File: config.mk
export PLATFORM = sky130hd
export DESIGN_NAME = ram_port_arbiter
export DESIGN_NICKNAME = d
export VERILOG_FILES = /design/src/rtl/ram_port_arbiter.sv
export SDC_FILE = /design/constraint.sdc
export NUM_CORES = 1
export LEC_CHECK = 0
export ABC_AREA = 1
export BUFFER_PORTS_ARGS = -buffer_cell sky130_fd_sc_hd__buf_2
export CORE_MARGIN = 5
export CORE_UTILIZATION = 33
export CTS_CLUSTER_DIAMETER = 100
export DETAILED_ROUTE_END_ITERATION = 12
export MAX_ROUTING_LAYER = met4
export PLACE_DENSITY = 0.7
export SLEW_MARGIN = 30
export SYNTH_ARGS = -nofsm -noshare
export SYNTH_HDL_FRONTEND = slang
export SYNTH_SLANG_ARGS = --single-unit
File: constraint.sdc
create_clock -name clk -period 1.15 [get_ports clk]
set_input_delay 0.1725 -clock clk [delete_from_list [all_inputs] [get_ports clk]]
set_output_delay 0.1725 -clock clk [all_outputs]
set_load 0.01 [all_outputs]
File: src/rtl/ram_port_arbiter.sv
// Round-robin arbiter/sequencer sharing one simple dual-port RAM between two requesters,
// with optional post-reset zero-fill. Define RAM_ARB_STATS_EN to add per-requester grant counters.
module ram_port_arbiter #(
  parameter int unsigned DSIZE          = 8,
  parameter int unsigned ASIZE          = 10,
  parameter bit          CLEAR_ON_RESET = 1'b1
) (
  input  logic             clk,
  input  logic             rst_n,
  input  logic             req0_valid,
  input  logic             req0_we,
  input  logic [ASIZE-1:0] req0_addr,
  input  logic [DSIZE-1:0] req0_wdata,
  output logic             req0_ready,
  input  logic             req1_valid,
  input  logic             req1_we,
  input  logic [ASIZE-1:0] req1_addr,
  input  logic [DSIZE-1:0] req1_wdata,
  output logic             req1_ready,
  output logic             rsp0_valid,
  output logic [DSIZE-1:0] rsp0_rdata,
  output logic             rsp1_valid,
  output logic [DSIZE-1:0] rsp1_rdata,
  output logic [ASIZE-1:0] ram_addra,
  output logic [DSIZE-1:0] ram_dinc,
  output logic             ram_wec,
  output logic             ram_ena,
  input  logic [DSIZE-1:0] ram_douta,
  output logic             busy
`ifdef RAM_ARB_STATS_EN
  ,
  output logic [15:0]      grant0_cnt,
  output logic [15:0]      grant1_cnt
`endif
);

  localparam logic [0:0] StClear = 1'b0;
  localparam logic [0:0] StRun   = 1'b1;

  logic [0:0]       state_q, state_d;
  logic [ASIZE-1:0] clr_addr_q, clr_addr_d;
  logic             last_grant_q, last_grant_d;
  logic             rd_pending_q, rd_pending_d;
  logic             rd_owner_q, rd_owner_d;

  logic             clearing, running, grant1, xfer;
  logic             sel_we;
  logic [ASIZE-1:0] sel_addr;
  logic [DSIZE-1:0] sel_wdata;

  always_comb begin
    clearing  = rst_n && (state_q == StClear);
    running   = rst_n && (state_q == StRun);
    // Requester 1 wins when alone, or when both are valid and 0 was served last.
    grant1    = req1_valid && (!req0_valid || !last_grant_q);
    xfer      = running && (req0_valid || req1_valid);
    sel_we    = grant1 ? req1_we    : req0_we;
    sel_addr  = grant1 ? req1_addr  : req0_addr;
    sel_wdata = grant1 ? req1_wdata : req0_wdata;

    req0_ready = xfer && !grant1;
    req1_ready = xfer && grant1;
    busy       = clearing;

    if (clearing) begin
      ram_addra = clr_addr_q;
      ram_dinc  = '0;
      ram_wec   = 1'b1;
      ram_ena   = 1'b0;
    end else begin
      ram_addra = sel_addr;
      ram_dinc  = sel_wdata;
      ram_wec   = xfer && sel_we;
      ram_ena   = xfer && !sel_we;
    end

    rsp0_valid = rst_n && rd_pending_q && !rd_owner_q;
    rsp1_valid = rst_n && rd_pending_q && rd_owner_q;
    rsp0_rdata = rsp0_valid ? ram_douta : '0;
    rsp1_rdata = rsp1_valid ? ram_douta : '0;
  end

  always_comb begin
    state_d    = state_q;
    clr_addr_d = clr_addr_q;
    if (state_q == StClear) begin
      clr_addr_d = clr_addr_q + ASIZE'(1);
      if (&clr_addr_q) begin
        state_d = StRun;
      end
    end
    last_grant_d = xfer ? grant1 : last_grant_q;
    rd_pending_d = xfer && !sel_we;
    rd_owner_d   = (xfer && !sel_we) ? grant1 : rd_owner_q;
  end

  always_ff @(posedge clk) begin
    if (!rst_n) begin
      state_q      <= CLEAR_ON_RESET ? StClear : StRun;
      clr_addr_q   <= '0;
      last_grant_q <= 1'b1;
      rd_pending_q <= 1'b0;
      rd_owner_q   <= 1'b0;
    end else begin
      state_q      <= state_d;
      clr_addr_q   <= clr_addr_d;
      last_grant_q <= last_grant_d;
      rd_pending_q <= rd_pending_d;
      rd_owner_q   <= rd_owner_d;
    end
  end

`ifdef RAM_ARB_STATS_EN
  logic [15:0] cnt0_q, cnt0_d, cnt1_q, cnt1_d;

  always_comb begin
    cnt0_d = cnt0_q;
    cnt1_d = cnt1_q;
    if (req0_ready && (cnt0_q != 16'hFFFF)) cnt0_d = cnt0_q + 16'd1;
    if (req1_ready && (cnt1_q != 16'hFFFF)) cnt1_d = cnt1_q + 16'd1;
  end

  always_ff @(posedge clk) begin
    if (!rst_n) begin
      cnt0_q <= '0;
      cnt1_q <= '0;
    end else begin
      cnt0_q <= cnt0_d;
      cnt1_q <= cnt1_d;
    end
  end

  assign grant0_cnt = cnt0_q;
  assign grant1_cnt = cnt1_q;
`endif

endmodule

==> results of run 1 <==
==> kinds of logic after synthesis <==
group                    Yosys count  synth area share, %
buffers and inverters             38                 15.0
adder cells (fa/ha/maj)            1                 1.13
AO/OA/AOI/OAI                     32                 15.9
XOR/XNOR                           1                0.795
AND/OR/NAND/NOR                  114                 41.8
flip-flops                        14                 25.4
==> cell type report <==
cell class	count	area share, %
Timing Repair Buffer	119	36.7
Inverter	31	5.99
Tap cell	46	2.57
Multi-Input combinational cell	148	40.7
Sequential cell	14	13.1
Clock buffer	3	1.01
==> where the power goes <==
group | switching [uW] | internal [uW]
Sequential | 11.9 | 490
Clock | 182 | 122
Combinational | 254 | 261
Total | 448 | 873
==> registers in the layout, indices dropped and copies added (netlist names) <==
register	cells
state_q	1
rd_pending_q	1
last_grant_q	1
clr_addr_q	10
rd_owner_q	1
==> critical path: cells and delay by family (launching register included) <==
kind	cells	cell delay [ns]
AO/OA/AOI/OAI	1	0.25
AND/OR/NAND/NOR	3	0.23
flip-flops	1	0.33
buffers and inverters	2	0.30
==> placed cells by master, fill, tap and decap left out, types with 2 or more instances in the layout <==
| master | count |
|---|---|
| o21ai_0 | 2 |
| o22ai_2 | 2 |
| buf_4 | 17 |
| buf_6 | 9 |
| inv_1 | 22 |
| buf_16 | 2 |
| nand2_2 | 3 |
| dfxtp_2 | 4 |
| dfxtp_4 | 2 |
| nor3_4 | 2 |
| nor2_1 | 32 |
| o21ai_1 | 5 |
| clkbuf_4 | 3 |
| a21oi_1 | 7 |
| o21ai_2 | 7 |
| buf_12 | 4 |
| nand2_1 | 40 |
| nand2_4 | 3 |
| dfxtp_1 | 8 |
| nor2_4 | 9 |
| nand3_2 | 2 |
| inv_2 | 5 |
| inv_4 | 2 |
| nand3_1 | 5 |
| nor2_2 | 16 |
| buf_2 | 86 |
| a31oi_2 | 7 |
==> per-stage QoR <==
| stage | util (%) | total power, uW |
|---|---|---|
| floorplan | - | 721 |
| global placement | 56.8 | 924 |
| detailed placement | 56.8 | 929 |
| CTS | 63.6 | 1270 |
| global route | 68.1 | 1390 |
| finish | 68.1 | 1320 |
==> worst min path at each step <==
stage | from | endpoint | slack (ns)
floorplan | req1_we | rd_owner_q$_SDFFE_PN0P_ | 0.34
global placement | last_grant_q$_SDFFE_PN1P_ | last_grant_q$_SDFFE_PN1P_ | 0.44
detailed placement | last_grant_q$_SDFFE_PN1P_ | last_grant_q$_SDFFE_PN1P_ | 0.45
CTS | req1_we | rd_owner_q$_SDFFE_PN0P_ | 0.15
global route | req1_we | rd_owner_q$_SDFFE_PN0P_ | 0.15
finish | req1_we | rd_owner_q$_SDFFE_PN0P_ | 0.14
==> metal layers <==
metal	vias to the layer above	wire (um)
li1	857	-
met4	0	4
met5	-	0
met1	740	1790
met3	2	411
met2	87	2200
==> what timing repair did <==
| action | 4_1_cts | 5_1_grt |
|---|---|---|
| hold endpoints to repair | 0 | 0 |
| gates resized for setup | 49 | 35 |
| endpoints found under the setup margin | 46 | 50 |
| gates cloned | 2 | 1 |
| pin swaps | 6 | 7 |
| buffers inserted | 2 | 3 |
| hold buffers | 0 | 0 |
==> results by group, run 1 <==
Yosys
  – Top FF cell, synth: dfxtp_1
  – Synth unique cells: 22
  – Top cell type by total area after synthesis: dfxtp_1
  – Post-synthesis instance total: 200
  – Synthesized cell area: 1100 um2
  – Seq cells post-synth: 14
  – Largest cells by area after synthesis: dfxtp_1 (25%), nor2_1 (18%), nand2_1 (16%), inv_1 (9.5%), o21ai_0 (6.4%)
  – Async set-reset flop share out of synthesis: 0%
  – Avg Cell Area, Syn: 5.51 um2
  – Sequential share of the synthesized area: 25.4%
  – Most instantiated cells after synthesis: nor2_1 (54), nand2_1 (46), inv_1 (28)
  – Most numerous cell in the Yosys netlist: nor2_1
  – EDFF count, synth: 0
  – Share of the synthesized area in the top cell type: 25.4%
  – Post-synth net total: 251
  – Yosys warns: 0

Routing
  – Vias: 1,686
  – Final wirelength: 4410 um
  – Drt first-iter violations: 47
  – Drt first pass iters: 4
  – Vias per Instance: 4.67
  – Routed Antenna Nets: 0
  – WL/cell: 12.2 um
  – DRC: 0

Timing
  – Minimum hold slack: 0.144 ns
  – Fin worst setup slack: -0.429 ns
  – Fin crit period: 1.58 ns
  – Setup violators final: 41
  – Setup TNS Final: -11.19 ns
  – Final Hold Violating Endpoints: 0
  – Crit share post-route: 137%
  – RSZ-0062 raised after global routing: yes
  – Max-slew violation count: 0
  – Rel. slew slack: 81.6%
  – Worst Tran Pin Value: 0.273 ns
  – Maximum clock frequency: 0.633 GHz
  – Worst Clk Skew: 0.00848 ns

Finish
  – P&R area growth vs syn: 103%
  – Multi-input logic area: 910 um2
  – Ant diodes: 0
  – Ratio of cells with drive above 1 in the final layout: 60.3%
  – Filler cell count: 276
  – Post-Layout Inst Area: 2240 um2
  – Register Area: 293 um2
  – Final net count: 368
  – Post-layout instance count excluding filler cells: 361

Worst setup path
  – CP Capture Type: output port
  – CP Cell Sequence: nand2_2, nand2_4, buf_12, o21ai_0, nor2_2, buf_2
  – Worst R2R End: clr_addr_q[7]$_SDFFE_PN0N_
  – Reg-to-Reg Start: state_q$_SDFF_PN0_
  – Worst Setup EP: ram_dinc[4]
  – CP Data Required Time: 0.98 ns
  – CP max stage cell: dfxtp_2
  – Crit-path max FO: 18
  – CP peak stage delay: 0.33 ns
  – Crit path kind: flip-flop to output port
  – Startpoint types: flip-flop
  – Critical Path Start: last_grant_q$_SDFFE_PN1P_
  – Reg2reg setup slack: 0.01 ns
  – R2r worst-path depth: 7
  – Crit path DAT: 1.41 ns

Clock tree
  – Clk root buf: clkbuf_4
  – TritonCTS clock tree: yes
  – Worst skew pair latency: 0.29 ns
  – CTS clock-pin slew for the worst setup and hold paths: 0.10 ns
  – Clk sink count: 14
  – H-tree depth: 1
  – Bufs on Longest Clock Path: 2
  – TritonCTS buffer count: 3

Placed design
  – DP Area: 1870 um2
  – Port bufs: 90
  – Place WS: -0.111 ns
  – HPWL Detailed: 3090 um
  – DP Cell Count: 350
  – Global placer's final weighted congestion: 0.804

Global route
  – Met3 GRT Util: 4.16%
  – Gr busiest metal: met2
  – Global Route met1 Usage: 21.5%
  – Initial antenna violation count: 0
  – Number of global-route vias before repair: 1,553
  – Largest net degree at the start of global routing: 19
  – GRT overflow: 0
  – Total Routing Usage GR: 18.4%
  – First-pass GRT wire length: 6420 um
  – Grt met2 use: 31.3%

Floorplan
  – Die Span Y: 67.8 um
  – Core Region: 3280 um2
  – FP Rows: 21
  – Initial Util: 33.6%
  – Die footprint: 4600 um2
  – Die Width: 67.8 um
  – Io pins: 91

Pwr
  – Maximum vdd drop: 368 uV
  – Cell Pwr Density: 591 nW/um2
  – Leakage: 0.00116 uW

Worst hold path
  – Worst min-delay path class: primary input to flip-flop
  – Worst hold path depth: 4

Status
  – Status: finished, violations left
  – Violated checks: setup timing

Run
  – Maxcap violations: 0
(Power assumes the default switching activity.)
==> run 2, diff against run 1 <==
--- a/config.mk
+++ b/config.mk
@@ -11,8 +11,10 @@
 export CORE_UTILIZATION = 33
 export CTS_CLUSTER_DIAMETER = 100
 export DETAILED_ROUTE_END_ITERATION = 12
+export GPL_TIMING_DRIVEN = 0
 export MAX_ROUTING_LAYER = met4
 export PLACE_DENSITY = 0.7
+export RECOVER_POWER = 100
 export SLEW_MARGIN = 30
 export SYNTH_ARGS = -nofsm -noshare
 export SYNTH_HDL_FRONTEND = slang
==> run 2 against run 1 <==
Effect of this change: the run still ends with setup timing left; total power up 10%; count of clock-buffer cells in the layout unchanged; sequential cell count did not move; sequential share of layout area down 1.3 points; clock skew up 0.0012 ns; sequential power up 1%; via count up 10%; final cell count grew 1.9%; critical endpoint is now ram_addra[7]; highest routed layer unchanged.
==> results by group, run 2 (synthesis gave the netlist of run 1 again) <==
Routing
  – WL/cell: 15.6 um (+28%)
  – Drt first-iter violations: 59 (+26%)
  – Drt first pass iters: 4 (unchanged)
  – Final wirelength: 5750 um (+30%)
  – Routed Antenna Nets: 0 (unchanged)
  – Vias: 1,854 (+10%)
  – DRC: 0 (unchanged)
  – Vias per Instance: 5.04 (+7.9%)

Status
  – Status: finished, violations left
  – Violated checks: setup timing

Pwr
  – Clk pwr share: 20.5% (-2.4 points)
  – Share of power burned in registers: 34.8% (-3.2 points)
  – Cell Pwr Density: 560 nW/um2 (-5.2%)
  – Maximum vdd drop: 305 uV (-17%)
  – Combinational cell fraction of total power: 44.7% (+5.7 points)
  – Leakage: 0.00126 uW (+9.3%)
  – Sw Share: 36.2% (+2.3 points)
  – Net Sw Power: 527 uW (+18%)
  – Pint: 929 uW (+6.4%)

Global route
  – Total Routing Usage GR: 19.1% (+0.75 points)
  – Number of global-route vias before repair: 1,564 (+0.71%)
  – Initial antenna violation count: 0 (unchanged)
  – GRT overflow: 0 (unchanged)
  – First-pass GRT wire length: 6680 um (+4.0%)
  – Largest net degree at the start of global routing: 11 (-8)

Finish
  – Post-layout instance count excluding filler cells: 368 (+1.9%)
  – Most common cell after layout, fill and taps aside: buf_2
  – Top reg by flops: clr_addr_q
  – Final net count: 375 (+1.9%)
  – Number of flip-flops in the largest register: 10 (unchanged)
  – Ant diodes: 0 (unchanged)
  – P&R area growth vs syn: 136%
  – Final core utilization: 79.2% (+11 points)
  – Ratio of cells with drive above 1 in the final layout: 70.5% (+10 points)
  – Most frequent cells in the layout: buf_2 (78), buf_6 (29), nand2_1 (29)

Clock tree
  – Bufs on Longest Clock Path: 2 (unchanged)
  – TritonCTS buffer count: 3 (unchanged)
  – Count of hold-fix buffers inserted at cts: 0 (unchanged)
  – Clk sink count: 14 (unchanged)
  – CTS clock-pin slew for the worst setup and hold paths: 0.10 ns (about the same)
  – TritonCTS clock tree: yes
  – H-tree depth: 1 (unchanged)
  – Worst skew pair latency: 0.29 ns (about the same)
  – Clk root buf: clkbuf_4

Floorplan
  – Die Span Y: 67.8 um (unchanged)
  – Core Region: 3280 um2 (unchanged)
  – Initial Util: 33.6% (unchanged)
  – FP Rows: 21 (unchanged)
  – Io pins: 91 (unchanged)
  – Die Width: 67.8 um (unchanged)
  – Die footprint: 4600 um2 (unchanged)

Worst setup path
  – CP Capture Type: output port
  – Crit path DAT: 1.43 ns (+0.02 ns)
  – R2r worst-path depth: 9 (+2)
  – Crit-path max FO: 5 (-13)
  – CP Data Required Time: 0.98 ns (about the same)
  – Crit path kind: flip-flop to output port
  – Worst Setup EP: ram_addra[7]
  – Reg2reg setup slack: -0.39 ns (-0.40 ns)
  – Startpoint types: flip-flop
  – Critical Path Start: state_q$_SDFF_PN0_
  – Reg-to-Reg Start: state_q$_SDFF_PN0_
  – Worst R2R End: clr_addr_q[7]$_SDFFE_PN0N_

Timing
  – Crit share post-route: 140% (+2.3 points)
  – Rel. slew slack: 84.0% (+2.4 points)
  – Final Hold Violating Endpoints: 0 (unchanged)
  – Maximum clock frequency: 0.623 GHz (-1.6%)
  – Worst Tran Pin Value: 0.238 ns (-0.0343 ns)
  – RSZ-0062 raised after global routing: yes
  – Fin worst setup slack: -0.456 ns (-0.0261 ns)
  – Worst Clk Skew: 0.00966 ns (+0.00118 ns)
  – Setup violators final: 52 (+27%)
  – Max-slew violation count: 0 (unchanged)
  – Fin crit period: 1.61 ns (+0.0261 ns)

Placed design
  – Global placer's final weighted congestion: 0.903 (+12%)
  – HPWL Detailed: 3000 um (-2.9%)
  – DP Cell Count: 336 (-4.0%)
  – Port bufs: 90 (unchanged)

Worst hold path
  – Worst min-delay path class: primary input to flip-flop

Run
  – Maxcap violations: 0 (unchanged)
[run 2: changes by cell type in the layout (fill, tap and decap cells not counted), moves of 4 or more]
cell,before,now
nand2_1,40,29
nand2_4,3,9
buf_4,17,13
buf_6,9,29
a31oi_4,0,8
dfxtp_1,8,3
nor2_4,9,16
a31oi_2,7,0
nor2_1,32,23
buf_2,86,78
nand2_2,3,7
[run 2: critical path, stage by stage (launching register included)]
cell and delay, ns:
dfxtp_4 0.37, nor2_4 0.11, inv_2 0.06, buf_6 0.14, buf_12 0.15, a31oi_4 0.18, buf_6 0.13
[run 2: worst min path at each step]
stage                                    start                         end  slack, ns  cells past startpoint
floorplan                              req1_we     rd_owner_q$_SDFFE_PN0P_       0.34                      3
global placement    clr_addr_q[3]$_SDFFE_PN0N_  clr_addr_q[3]$_SDFFE_PN0N_       0.46                      1
detailed placement   last_grant_q$_SDFFE_PN1P_   last_grant_q$_SDFFE_PN1P_       0.46                      2
CTS                                    req1_we     rd_owner_q$_SDFFE_PN0P_       0.16                      4
global route                           req1_we     rd_owner_q$_SDFFE_PN0P_       0.16                      4
finish                                 req1_we     rd_owner_q$_SDFFE_PN0P_       0.15                      4
[run 2: repair_timing]
item,CTS,global route
pin swaps,10,27
endpoints found under the setup margin,46,53
gates cloned,2,1
buffers inserted,20,13
gates resized for setup,83,92
[run 2: power groups by stage]
| stage | combinational (uW) | clock, uW | sequential (uW) |
|---|---|---|---|
| floorplan | 209 | 0 | 511 |
| global placement | 366 | 0 | 514 |
| detailed placement | 370 | 0 | 513 |
| CTS | 473 | 282 | 506 |
| global route | 694 | 308 | 508 |
| finish | 651 | 298 | 507 |
[run 2: layout make-up]
cell class,instances,area [um2]
clock buffer,3,22.5
timing repair buffer,119,850
fill,204,683
buffer,7,87.6
tap,46,57.6
sequential,14,307
inverter,31,131
multi-input combinational,148,1150
[run 2: metal layers]
metal  global-route usage (%)  vias up  wire (um)
met5                        -        -          0
met4                     6.95        0        206
met3                     2.66       24        507
met2                     33.5      126       2950
met1                     22.0      831       2080
li1                         -      873          -
[run 2: through the flow]
step	power (uW)	cell area, um2	TNS (ns)	setup slack (ns)	hold WS, ns
finish	1460	2600	-14.28	-0.456	0.153
global route	1510	2600	-17.23	-0.489	0.164
CTS	1260	2150	-12.12	-0.412	0.164
detailed placement	883	1710	-4.42	-0.270	0.464
global placement	880	1710	-4.08	-0.265	0.456
floorplan	721	1200	-0.342	-0.0485	0.343
==> run 3, diff against run 2 <==
==> constraint.sdc (replaced) <==
create_clock -name clk -period 1.15 [get_ports clk]
set_input_delay 0.0575 -clock clk [delete_from_list [all_inputs] [get_ports clk]]
set_output_delay 0.0575 -clock clk [all_outputs]
set_load 0.01 [all_outputs]
==> run 3 against run 2 <==
Effect of this change: the flow still finishes with violations (setup timing); setup slack better by 0.15 ns; sequential share of layout area is 2.5 points higher; utilization is 17 points lower; critical path depth stayed put; combinational power is 32% lower; global-route usage is 1.4 points lower; sequential power hardly changed.
==> results by group, run 3 (synthesis gave the netlist of run 1 again) <==
Status
  – Status: finished, violations left
  – Violated checks: setup timing

Timing
  – Final Hold Violating Endpoints: 0 (unchanged)
  – Worst Tran Pin Value: 0.255 ns (+0.0167 ns)
  – Crit share post-route: 126% (-13 points)
  – Fin crit period: 1.45 ns (-0.151 ns)
  – Setup TNS Final: -8.44 ns (+5.84 ns)
  – Setup violators final: 49 (-5.8%)
  – Max-slew violation count: 0 (unchanged)
  – RSZ-0062 raised after global routing: yes
  – Fin worst setup slack: -0.305 ns (+0.151 ns)
  – Worst Clk Skew: 0.00237 ns (-0.00729 ns)
  – Rel. slew slack: 82.9% (-1.2 points)
  – Maximum clock frequency: 0.687 GHz (+10%)

Worst setup path
  – CP Data Required Time: 1.09 ns (+0.11 ns)
  – CP peak stage delay: 0.37 ns (about the same)
  – CP Cell Sequence: nor2_4, inv_2, buf_6, buf_8, a31oi_4, buf_6
  – Crit path kind: flip-flop to output port
  – Reg-to-Reg Start: state_q$_SDFF_PN0_
  – Most frequent CP cell: buf_6
  – CP Capture Type: output port
  – Crit-path max FO: 5 (unchanged)
  – Startpoint types: flip-flop
  – CP max stage cell: dfxtp_4
  – Crit path DAT: 1.40 ns (-0.03 ns)
  – Critical Path Start: state_q$_SDFF_PN0_

Routing
  – Drt first-iter violations: 45 (-24%)
  – Final wirelength: 4230 um (-27%)
  – Routed Antenna Nets: 0 (unchanged)
  – Vias: 1,622 (-13%)
  – DRC: 0 (unchanged)
  – Vias per Instance: 4.54 (-9.8%)
  – WL/cell: 11.8 um (-24%)
  – Drt first pass iters: 4 (unchanged)

Worst hold path
  – Hold Startpoint: req1_we
  – Worst min-delay path class: primary input to flip-flop

Clock tree
  – Bufs on Longest Clock Path: 2 (unchanged)
  – TritonCTS clock tree: yes
  – Clk sink count: 14 (unchanged)
  – Clk root buf: clkbuf_4
  – CTS clock-pin slew for the worst setup and hold paths: 0.09 ns (about the same)
  – H-tree depth: 1 (unchanged)
  – Worst skew pair latency: 0.29 ns (about the same)
  – TritonCTS buffer count: 3 (unchanged)
  – Count of hold-fix buffers inserted at cts: 0 (unchanged)

Floorplan
  – Die Width: 67.8 um (unchanged)
  – Die footprint: 4600 um2 (unchanged)
  – Initial Util: 33.6% (unchanged)
  – Core Region: 3280 um2 (unchanged)
  – Io pins: 91 (unchanged)
  – Die Span Y: 67.8 um (unchanged)
  – FP Rows: 21 (unchanged)

Finish
  – Final net count: 363 (-3.2%)
  – Post-layout instance count excluding filler cells: 357 (-3.0%)
  – P&R area growth vs syn: 84.9%
  – Filler cell count: 299 (+47%)
  – Top reg by flops: clr_addr_q
  – Most common cell after layout, fill and taps aside: buf_2
  – Most frequent cells in the layout: buf_2 (86), nor2_1 (44), nand2_1 (40)
  – Number of flip-flops in the largest register: 10 (unchanged)
  – Ratio of cells with drive above 1 in the final layout: 52.4% (-18 points)
  – Ant diodes: 0 (unchanged)

Global route
  – First-pass GRT wire length: 6210 um (-7.0%)
  – Initial antenna violation count: 0 (unchanged)
  – Total Routing Usage GR: 17.7% (-1.4 points)
  – Largest net degree at the start of global routing: 11 (unchanged)
  – GRT overflow: 0 (unchanged)
  – Number of global-route vias before repair: 1,493 (-4.5%)

Pwr
  – Cell Pwr Density: 651 nW/um2 (+16%)
  – Leakage: 0.00109 uW (-14%)
  – Maximum vdd drop: 549 uV (+80%)

Placed design
  – Place WS: -0.130 ns (+0.141 ns)
  – Port bufs: 90 (unchanged)
  – DP Cell Count: 336 (unchanged)
  – HPWL Detailed: 2970 um (-1.3%)
  – Global placer's final weighted congestion: 0.827 (-8.4%)

Run
  – Maxcap violations: 0 (unchanged)
==> run 3: critical path: cells and delay by family, from the launching register on <==
family	cells	cell delay (ns)
AOI/OAI and AO/OA	1	0.17
and+or+nand+nor	1	0.12
DFF	1	0.37
buffers and inverters	4	0.44
==> run 3: final cells by class <==
type	count	area, um2	share of cell area, %
Multi-Input combinational cell	148	818	40.1
Timing Repair Buffer	107	633	31.1
Buffer	7	77.6	3.81
Inverter	31	124	6.08
Tap cell	46	57.6	2.82
Sequential cell	14	292	14.3
Clock buffer	4	36.3	1.78
==> run 3: report_power, final <==
part           leakage, uW  internal (uW)  switching [uW]
combinational     0.000955            222             222
clock            0.0000210            193             185
sequential        0.000115            491            15.2
total              0.00109            906             421
==> run 3: stage by stage <==
| step | utilization [%] | area, um2 | hold slack [ns] | power (uW) |
|---|---|---|---|---|
| floorplan | - | 1110 | 0.224 | 687 |
| global placement | 49.2 | 1620 | 0.361 | 844 |
| detailed placement | 49.2 | 1620 | 0.367 | 848 |
| CTS | 56.7 | 1860 | 0.0602 | 1260 |
| global route | 62.1 | 2040 | 0.0610 | 1390 |
| finish | 62.1 | 2040 | 0.0550 | 1330 |
==> run 3: final timing paths <==
path	to	slack, ns	cells after the start
setup / recovery	ram_addra[2]	-0.30	6
hold / removal	rd_owner_q$_SDFFE_PN0P_	0.05	4
setup reg to reg	rd_owner_q$_SDFFE_PN0P_	-0.20	9
hold reg to reg	clr_addr_q[0]$_SDFFE_PN0N_	0.47	1
==> run 3: repair_timing <==
item	in CTS	in global routing
gates cloned	3	0
resized for setup	49	35
pin swaps	18	14
setup buffers	11	5
endpoints found under the setup margin	46	50
==> run 3: routing by layer <==
layer	GRT usage [%]	vias to the layer above	share of wire, %
met3	3.49	2	7.5
li1	-	849	-
met4	3.23	0	0.28
met5	-	-	0
met2	32.8	53	52
met1	19.6	718	40
